$ cat src/rtl/mem_arbiter_if.sv
// Bus bundle between the core pipeline, the arbiter and the unified memory port.
// slave  : arbiter view (takes fetch/data requests and memory read data,
//          drives readies, responses and the memory request).
// master : environment view (core pipeline + memory), the mirror image.
interface mem_arbiter_if #(
  parameter int unsigned ADDR_W = 32,
  parameter int unsigned DATA_W = 32
);
  localparam int unsigned STRB_W = DATA_W / 8;

  // fetch requester
  logic              if_valid;
  logic [ADDR_W-1:0] if_addr;
  logic              if_ready;
  logic              if_rvalid;
  logic [DATA_W-1:0] if_rdata;

  // load/store requester
  logic              d_valid;
  logic [ADDR_W-1:0] d_addr;
  logic              d_we;
  logic [STRB_W-1:0] d_wstrb;
  logic [DATA_W-1:0] d_wdata;
  logic              d_ready;
  logic              d_rvalid;
  logic [DATA_W-1:0] d_rdata;

  // memory port
  logic              mem_en;
  logic [ADDR_W-1:0] mem_addr;
  logic              mem_we;
  logic [STRB_W-1:0] mem_wstrb;
  logic [DATA_W-1:0] mem_wdata;
  logic [DATA_W-1:0] mem_rdata;

  modport slave (
    input  if_valid, if_addr, d_valid, d_addr, d_we, d_wstrb, d_wdata, mem_rdata,
    output if_ready, if_rvalid, if_rdata, d_ready, d_rvalid, d_rdata,
           mem_en, mem_addr, mem_we, mem_wstrb, mem_wdata
  );

  modport master (
    output if_valid, if_addr, d_valid, d_addr, d_we, d_wstrb, d_wdata, mem_rdata,
    input  if_ready, if_rvalid, if_rdata, d_ready, d_rvalid, d_rdata,
           mem_en, mem_addr, mem_we, mem_wstrb, mem_wdata
  );
endinterface

$ cat src/rtl/mem_arbiter.sv
// Two-requester arbiter for the single unified memory port.
// Load/store wins by default; a saturating starvation counter forces a fetch
// through after STARVE_MAX consecutive refusals. Read data has one-cycle
// latency and is routed back using the registered owner of the previous grant.
// Ports: clk, rst (synchronous, active-high), bus (mem_arbiter_if.slave).
module mem_arbiter #(
  parameter int unsigned ADDR_W     = 32,
  parameter int unsigned DATA_W     = 32,
  parameter int unsigned STARVE_MAX = 4
) (
  input logic           clk,
  input logic           rst,
  mem_arbiter_if.slave  bus
);
  localparam int unsigned STRB_W = DATA_W / 8;
  localparam int unsigned CNT_W  = 8;
  localparam logic [CNT_W-1:0] CNT_MAX = CNT_W'(STARVE_MAX);

  typedef enum logic [1:0] {
    OWN_NONE = 2'd0,
    OWN_IF   = 2'd1,
    OWN_D    = 2'd2
  } owner_t;

  owner_t            owner;
  owner_t            grant;
  logic [CNT_W-1:0]  starve_cnt;
  logic [CNT_W-1:0]  starve_cnt_nxt;
  logic [ADDR_W-1:0] addr_mux;
  logic              write;

  // Owner and starvation counter registers
  always_ff @(posedge clk) begin
    if (rst) begin
      owner      <= OWN_NONE;
      starve_cnt <= '0;
    end else begin
      owner      <= grant;
      starve_cnt <= starve_cnt_nxt;
    end
  end

  // Grant selection and next counter value
  always_comb begin
    grant          = OWN_NONE;
    starve_cnt_nxt = starve_cnt;

    if (!rst) begin
      if (bus.if_valid && bus.d_valid) begin
        grant = (starve_cnt == CNT_MAX) ? OWN_IF : OWN_D;
      end else if (bus.if_valid) begin
        grant = OWN_IF;
      end else if (bus.d_valid) begin
        grant = OWN_D;
      end
    end

    // Saturates at CNT_MAX; the cap is what forces the fetch grant above.
    if (!bus.if_valid || grant == OWN_IF) begin
      starve_cnt_nxt = '0;
    end else if (starve_cnt != CNT_MAX) begin
      starve_cnt_nxt = starve_cnt + CNT_W'(1);
    end
  end

  // Memory request mux
  assign write    = (grant == OWN_D) && bus.d_we;
  assign addr_mux = (grant == OWN_D) ? bus.d_addr : bus.if_addr;

  assign bus.if_ready  = (grant == OWN_IF);
  assign bus.d_ready   = (grant == OWN_D);
  assign bus.mem_en    = (grant != OWN_NONE);
  assign bus.mem_addr  = addr_mux;
  assign bus.mem_we    = write;
  assign bus.mem_wstrb = write ? bus.d_wstrb : STRB_W'(0);
  assign bus.mem_wdata = bus.d_wdata;

  // Responses: rst masks a response still owed from the cycle before reset.
  assign bus.if_rvalid = (owner == OWN_IF) && !rst;
  assign bus.d_rvalid  = (owner == OWN_D) && !rst;
  assign bus.if_rdata  = bus.mem_rdata;
  assign bus.d_rdata   = bus.mem_rdata;
endmodule

$ cat src/flat_wrapper.sv
// flat-port wrapper written by rule: the top's interface ports become plain ports
module mem_arbiter_flat 
#(
  parameter int unsigned ADDR_W     = 32,
  parameter int unsigned DATA_W     = 32,
  parameter int unsigned STARVE_MAX = 4
)
  (clk, rst, bus_if_valid, bus_if_addr, bus_d_valid, bus_d_addr, bus_d_we, bus_d_wstrb, bus_d_wdata, bus_mem_rdata, bus_if_ready, bus_if_rvalid, bus_if_rdata, bus_d_ready, bus_d_rvalid, bus_d_rdata, bus_mem_en, bus_mem_addr, bus_mem_we, bus_mem_wstrb, bus_mem_wdata);
  mem_arbiter_if #(.ADDR_W(ADDR_W), .DATA_W(DATA_W)) bus_i ();
  input logic clk;
  input logic rst;
  input wire logic [$bits(bus_i.if_valid)-1:0] bus_if_valid;
  input wire logic [$bits(bus_i.if_addr)-1:0] bus_if_addr;
  input wire logic [$bits(bus_i.d_valid)-1:0] bus_d_valid;
  input wire logic [$bits(bus_i.d_addr)-1:0] bus_d_addr;
  input wire logic [$bits(bus_i.d_we)-1:0] bus_d_we;
  input wire logic [$bits(bus_i.d_wstrb)-1:0] bus_d_wstrb;
  input wire logic [$bits(bus_i.d_wdata)-1:0] bus_d_wdata;
  input wire logic [$bits(bus_i.mem_rdata)-1:0] bus_mem_rdata;
  output wire logic [$bits(bus_i.if_ready)-1:0] bus_if_ready;
  output wire logic [$bits(bus_i.if_rvalid)-1:0] bus_if_rvalid;
  output wire logic [$bits(bus_i.if_rdata)-1:0] bus_if_rdata;
  output wire logic [$bits(bus_i.d_ready)-1:0] bus_d_ready;
  output wire logic [$bits(bus_i.d_rvalid)-1:0] bus_d_rvalid;
  output wire logic [$bits(bus_i.d_rdata)-1:0] bus_d_rdata;
  output wire logic [$bits(bus_i.mem_en)-1:0] bus_mem_en;
  output wire logic [$bits(bus_i.mem_addr)-1:0] bus_mem_addr;
  output wire logic [$bits(bus_i.mem_we)-1:0] bus_mem_we;
  output wire logic [$bits(bus_i.mem_wstrb)-1:0] bus_mem_wstrb;
  output wire logic [$bits(bus_i.mem_wdata)-1:0] bus_mem_wdata;
  assign bus_i.if_valid = bus_if_valid;
  assign bus_i.if_addr = bus_if_addr;
  assign bus_i.d_valid = bus_d_valid;
  assign bus_i.d_addr = bus_d_addr;
  assign bus_i.d_we = bus_d_we;
  assign bus_i.d_wstrb = bus_d_wstrb;
  assign bus_i.d_wdata = bus_d_wdata;
  assign bus_i.mem_rdata = bus_mem_rdata;
  assign bus_if_ready = bus_i.if_ready;
  assign bus_if_rvalid = bus_i.if_rvalid;
  assign bus_if_rdata = bus_i.if_rdata;
  assign bus_d_ready = bus_i.d_ready;
  assign bus_d_rvalid = bus_i.d_rvalid;
  assign bus_d_rdata = bus_i.d_rdata;
  assign bus_mem_en = bus_i.mem_en;
  assign bus_mem_addr = bus_i.mem_addr;
  assign bus_mem_we = bus_i.mem_we;
  assign bus_mem_wstrb = bus_i.mem_wstrb;
  assign bus_mem_wdata = bus_i.mem_wdata;
  mem_arbiter #(.ADDR_W(ADDR_W), .DATA_W(DATA_W), .STARVE_MAX(STARVE_MAX)) u_core (.clk(clk), .rst(rst), .bus(bus_i));
endmodule
$ cat config.mk
export PLATFORM = sky130hd
export DESIGN_NAME = mem_arbiter_flat
export DESIGN_NICKNAME = d
export VERILOG_FILES = /design/src/rtl/mem_arbiter_if.sv /design/src/rtl/mem_arbiter.sv /design/src/flat_wrapper.sv
export SDC_FILE = /design/constraint.sdc
export NUM_CORES = 1
export LEC_CHECK = 0
export ABC_AREA = 1
export BUFFER_PORTS_ARGS = -buffer_cell sky130_fd_sc_hd__buf_4
export CORE_AREA = 2 2 106 108
export DETAILED_ROUTE_END_ITERATION = 7
export DIE_AREA = 0 0 108 110
export PLACE_DENSITY_LB_ADDON = 0.25
export SLEW_MARGIN = 20
export SYNTH_ARGS = -nofsm -noshare
export SYNTH_HDL_FRONTEND = slang
export SYNTH_SLANG_ARGS = --single-unit
export TNS_END_PERCENT = 5
$ cat constraint.sdc
create_clock -name clk -period 1.5 [get_ports clk]
set_clock_uncertainty 0.1 [all_clocks]
set_input_delay 0.15 -clock clk [delete_from_list [all_inputs] [get_ports clk]]
set_output_delay 0.15 -clock clk [all_outputs]
set_load 0.02 [all_outputs]
==> results of run 1 <==
## path summary, 6_finish.rpt
check,endpoint,from,cells past startpoint,slack [ns]
max,bus_mem_addr[18],u_core.starve_cnt[0],10,-0.41
min,u_core.owner[0],bus_d_valid,2,0.04
max reg2reg,u_core.starve_cnt[1],u_core.starve_cnt[0],10,0.08
min reg2reg,u_core.starve_cnt[0],u_core.starve_cnt[0],2,0.42
## Yosys cell counts
library cell	number	area [µm²]
a21boi_0	2	15.0
nand4_1	2	12.5
nand3_2	1	10.0
ha_1	2	25.0
xor2_1	2	17.5
nor2_1	19	71.3
inv_1	21	78.8
dfxtp_1	10	200
nand2_1	82	308
o21ai_0	1	5.00
a21oi_1	5	25.0
nor3_1	1	5.00
buf_6	3	33.8
nor2_2	1	6.26
buf_4	96	721
xnor2_1	1	8.76
buf_2	6	30.0
nand2_4	1	11.3
nand3_1	37	185
## area by class of cell
| type | instances | area (µm²) |
|---|---|---|
| multi-input combinational | 157 | 851 |
| inverter | 21 | 78.8 |
| timing repair buffer | 145 | 1320 |
| sequential | 10 | 203 |
| clock buffer | 4 | 55.1 |
| fill | 1180 | 8020 |
| tap | 140 | 175 |
## what timing repair did
action                     4_1_cts  5_1_grt
gates resized for setup         66       13
gates cloned                     2        0
setup endpoints to repair       39       46
pin swaps                       13       10
buffers inserted                 6        2
## routing by layer
| metal | up-vias | routed length [µm] | part of all wire |
|---|---|---|---|
| met2 | 131 | 3350 | 0.53 |
| met5 | - | 0 | 0 |
| met4 | 0 | 73 | 0.012 |
| li1 | 895 | - | - |
| met3 | 11 | 695 | 0.11 |
| met1 | 781 | 2140 | 0.34 |
## per-stage QoR
step | cells | utilization | worst slack (ns)
2_1_floorplan | 293 | - | -0.0314
3_3_place_gp | 464 | 0.208 | -0.136
3_5_place_dp | 464 | 0.208 | -0.190
4_1_cts | 475 | 0.245 | -0.430
5_1_grt | 477 | 0.251 | -0.481
6_report | 477 | 0.251 | -0.406
## flip-flops by register name (all words and copies together) (netlist names)
register and count:
u_core.starve_cnt 8, u_core.owner 2
## cell families after synthesis
family,count (synthesis),share of synthesized area
and+or+nand+nor,144,0.344
buffers and inverters,126,0.488
DFF,10,0.113
AOI/OAI and AO/OA,8,0.0255
xor gates and xnor gates,3,0.0149
adders and majority gates,2,0.0141
## power by group through the flow
stage / Combinational (mW) / Clock (mW) / Sequential [mW]
global route: 0.704 / 0.367 / 0.272
floorplan: 0.602 / 0 / 0.277
global placement: 0.534 / 0 / 0.277
detailed placement: 0.534 / 0 / 0.277
CTS: 0.655 / 0.360 / 0.272
finish: 0.660 / 0.347 / 0.272
==> metrics.cfg, run 1 <==
[grt]
gr-usage-met2=0.181
grt_max_degree=31
grt.busiest_layer=met2
antenna_found_initial=0
grtUsageMet3=0.0306
grt_pass1_vias=1687
grt_pass1_wl_um=8470
use_met1=0.0942
grt_overflow=0
grt_use_total=0.0925

[placed_design]
port_buffers=114
hpwl_um=4680
place_area_mm2=0.00223
routabilityCongestion=0.745

[synthesis]
synth.yosys.seq_area_share=0.113
yosysUniqueCellTypes=19
yosysWarnings=0
syn-mean-instance-area_um2=6.04
synth_fp_nets=432
synth_cells=293
synth_area_mm2=0.00177
ys_seq_elements=10

[clock_tree]
clock_latency_ns=0.24
cts_tree=built
root_buffer=clkbuf_8
clk_pin_slew_ns=0.05
clock_path_buffers=2
cts_hold_buf=0
cts_num_sinks=10
cts_buffers=3
htreeDepth=1

[timing]
hold_slack_ns=0.0389
hold_viol=0
slew_violations=0
fin_crit_sh=1.27
timing.fmax_ghz=0.525
min_period_ns=1.91
setup_tns_ns=-14.52
setup_viol=39
setup_ws_ns=-0.406
worstMarginPinSlew_ns=0.319
max_slew_margin=0.787
rsz0062_at_grt=yes

[finish]
layout.cells.most_common=buf_4
drive_gt1_frac=0.555
area_growth_pct=51.6
finalInstanceArea_mm2=0.00268
layout_common_cells=buf_4 (106), nand2_1 (63), nand3_1 (34)
nets=477
n_antenna_cell=0

[power]
power_switching_uw=417
p_leak_nw=1.41
seqPwrFrac=0.213
powerDensity_mw_per_mm2=477
p_comb_frac=0.516
switching_share=0.326
p_clk_frac=0.271
vdd_drop_max_uv=322
p_int_uw=862
total_power_mw=1.28

[setup_path]
endpoint_kind=output pin
crit_path_cell_trace=inv_2 -> ha_4 -> inv_2 -> nor2_2 -> nand3_2 -> buf_4 -> buf_12 -> nand3_1 -> nand2_1 -> buf_6
worst_ep_arrival_time_ns=1.66
crit_family=buffers and inverters
critical-path-slowest-cell=dfxtp_2
cpPeakStageDelay_ns=0.32
cp_common_cell=inv_2
start_kind=register
criticalPathCategory=reg2out
crit_buf_inv=5
required_ns=1.25
cp_max_fo=30

[job]
maxCapViolations=0

[detailed_routing]
firstDrtPassIters=4
ant_nets=0
drc=0
vias_per_cell=3.81
wl_per_cell_um=13.1
drt_wl_total_um=6260
drt_iter0_drc=42
num_vias=1818

[die]
start_util=0.165
rows=38
die_w_um=108
coreArea_mm2=0.0107
die_area_mm2=0.0119
io_pins=275
dieHeight_um=110

[run_status]
status=finished, violations left
violations=setup timing

[worst_hold_path]
min_path_type=in2reg

No activity file was read; power rests on OpenSTA's default activity.
==> run 2: changes to the inputs <==
Settings changed: BUFFER_PORTS_ARGS -buffer_cell sky130_fd_sc_hd__buf_4 to not set, DONT_BUFFER_PORTS set to 1, PLACE_DENSITY_LB_ADDON 0.25 to not set.
==> metrics.cfg, run 2 (synthesis gave the netlist of run 1 again) <==
[finish]
area_growth_pct=12.5
drive_gt1_frac=0.504  ; -0.0505
finalNonFillerCells=366  ; -23%
layout_common_cells=nand2_4 (34), nand3_1 (31), nand2_1 (25)
reg_top3=u_core.starve_cnt: 8 flops, u_core.owner: 2 flops
largest_reg_flops=8  ; unchanged
nets=367  ; -23%
final_util=0.186  ; -0.0646
top_register=u_core.starve_cnt
layout.cells.most_common=nand2_4
n_antenna_cell=0  ; unchanged
finalInstanceArea_mm2=0.00199  ; -26%

[power]
p_clk_frac=0.281  ; +0.010
power_switching_uw=372  ; -11%
total_power_uw=971  ; -24%
p_int_uw=599  ; -31%
p_comb_frac=0.439  ; -0.077
switching_share=0.383  ; +0.0573
vdd_drop_max_uv=313  ; -2.9%
seqPwrFrac=0.281  ; +0.068
p_leak_nw=0.893  ; -37%
powerDensity_mw_per_mm2=488  ; +2.2%

[job]
maxCapViolations=0  ; unchanged

[worst_hold_path]
min_from=rst
whs_endpoint=u_core.owner[0]
hold-path-cell-count=2  ; unchanged
min_path_type=in2reg

[run_status]
violations=setup timing
status=finished, violations left

[die]
rows=38  ; unchanged
die_w_um=108  ; unchanged
die_area_mm2=0.0119  ; unchanged
coreArea_mm2=0.0107  ; unchanged
start_util=0.165  ; unchanged
dieHeight_um=110  ; unchanged
io_pins=275  ; unchanged

[timing]
setup_ws_ns=-0.330  ; +0.0761 ns
slew_violations=0  ; unchanged
fin_crit_sh=1.22  ; -0.0508
min_period_ns=1.83  ; -0.0761 ns
max_slew_margin=0.709  ; -0.0783
worstMarginPinSlew_ns=0.438  ; +0.120 ns
hold_slack_ns=0.0190  ; -0.0198 ns
setup_viol=39  ; unchanged
hold_viol=0  ; unchanged
timing.fmax_ghz=0.546  ; +4.2%
rsz0062_at_grt=yes
setup_tns_ns=-11.27  ; +3.24 ns

[placed_design]
place_area_mm2=0.00143  ; -36%
place_inst=356  ; -23%
hpwl_um=3920  ; -16%
routabilityCongestion=0.765  ; +2.6%
port_buffers=0  ; -100%
place_ws_ns=-0.164  ; +0.0254 ns

[clock_tree]
htreeDepth=1  ; unchanged
clk_pin_slew_ns=0.04  ; about the same
cts_buffers=3  ; unchanged
clock_latency_ns=0.23  ; about the same
cts_tree=built
root_buffer=clkbuf_8
cts_num_sinks=10  ; unchanged
clock_path_buffers=2  ; unchanged

[detailed_routing]
firstDrtPassIters=4  ; unchanged
drc=0  ; unchanged
drt_wl_total_um=5640  ; -9.9%
wl_per_cell_um=15.4  ; +17%
drt_iter0_drc=64  ; +52%
vias_per_cell=3.94  ; +3.4%
ant_nets=0  ; unchanged
num_vias=1443  ; -21%

[grt]
grt_use_total=0.0687  ; -0.0237
grt_overflow=0  ; unchanged
grt_pass1_vias=1216  ; -28%
antenna_found_initial=0  ; unchanged
grt_max_degree=27  ; -13%
grt_pass1_wl_um=6130  ; -28%

[setup_path]
r2r_cells=9  ; -1
start_kind=register
criticalPathCategory=reg2out
worst_ep_arrival_time_ns=1.58  ; -0.08 ns
r2r-start=u_core.starve_cnt[1]
ff2ff_setup_slack_ns=0.07  ; about the same
endpoint_kind=output pin
required_ns=1.25  ; about the same
reg2reg_to=u_core.owner[1]
cp_max_fo=7  ; -77%

run 2: cell types whose count changed in the layout (fill, tap and decap cells not counted), sizes merged:
cell	change
buf	-114
clkbuf	+2
dlygate4sd3	+1
run 2: worst max path at each step:
stage / start / end / slack (ns) / cells after the start
2_1_floorplan: u_core.starve_cnt[0] / bus_mem_addr[24] / -0.03 / 9
3_3_place_gp: u_core.starve_cnt[0] / bus_mem_wstrb[1] / -0.12 / 9
3_5_place_dp: u_core.starve_cnt[0] / bus_mem_wstrb[3] / -0.16 / 9
4_1_cts: u_core.starve_cnt[0] / bus_mem_addr[10] / -0.38 / 9
5_1_grt: u_core.starve_cnt[1] / bus_mem_addr[0] / -0.42 / 9
6_report: u_core.starve_cnt[1] / bus_mem_addr[5] / -0.33 / 9
run 2: area by class of cell:
cell class / instances / area (µm²)
Fill cell: 1213 / 8710
Tap cell: 140 / 175
Clock buffer: 3 / 41.3
Timing Repair Buffer: 35 / 387
Multi-Input combinational cell: 157 / 1110
Inverter: 21 / 78.8
Sequential cell: 10 / 203
run 2: power groups by stage:
stage / Sequential, mW / Combinational (mW) / Clock [mW]
after floorplan: 0.277 / 0.602 / 0
after global placement: 0.277 / 0.283 / 0
after detailed placement: 0.277 / 0.284 / 0
after CTS: 0.272 / 0.316 / 0.284
after global routing: 0.272 / 0.458 / 0.311
final: 0.273 / 0.426 / 0.273
run 2: per-layer routing:
layer / up-vias / share of wire / track usage
met3: 32 / 0.11 / 0.0282
li1: 676 / - / -
met2: 106 / 0.47 / 0.111
met5: - / 0 / 0
met1: 629 / 0.36 / 0.0713
met4: 0 / 0.062 / 0.0531
run 2: repair_timing:
action | in CTS | in global routing
gates resized for setup | 36 | 81
cloned | 0 | 4
hold buffers | 1 | 0
endpoints found under the hold margin | 1 | 0
setup endpoints to repair | 39 | 46
pin swaps | 0 | 31
setup buffers | 0 | 2
run 2: worst max-delay path, stage by stage (launching register included):
cell       delay (ns)
dfxtp_2          0.31
inv_2            0.07
ha_4             0.14
inv_2            0.04
nor2_4           0.09
nand3_4          0.17
nand2_8          0.17
clkbuf_16        0.20
nand2_4          0.06
nand2_4          0.09
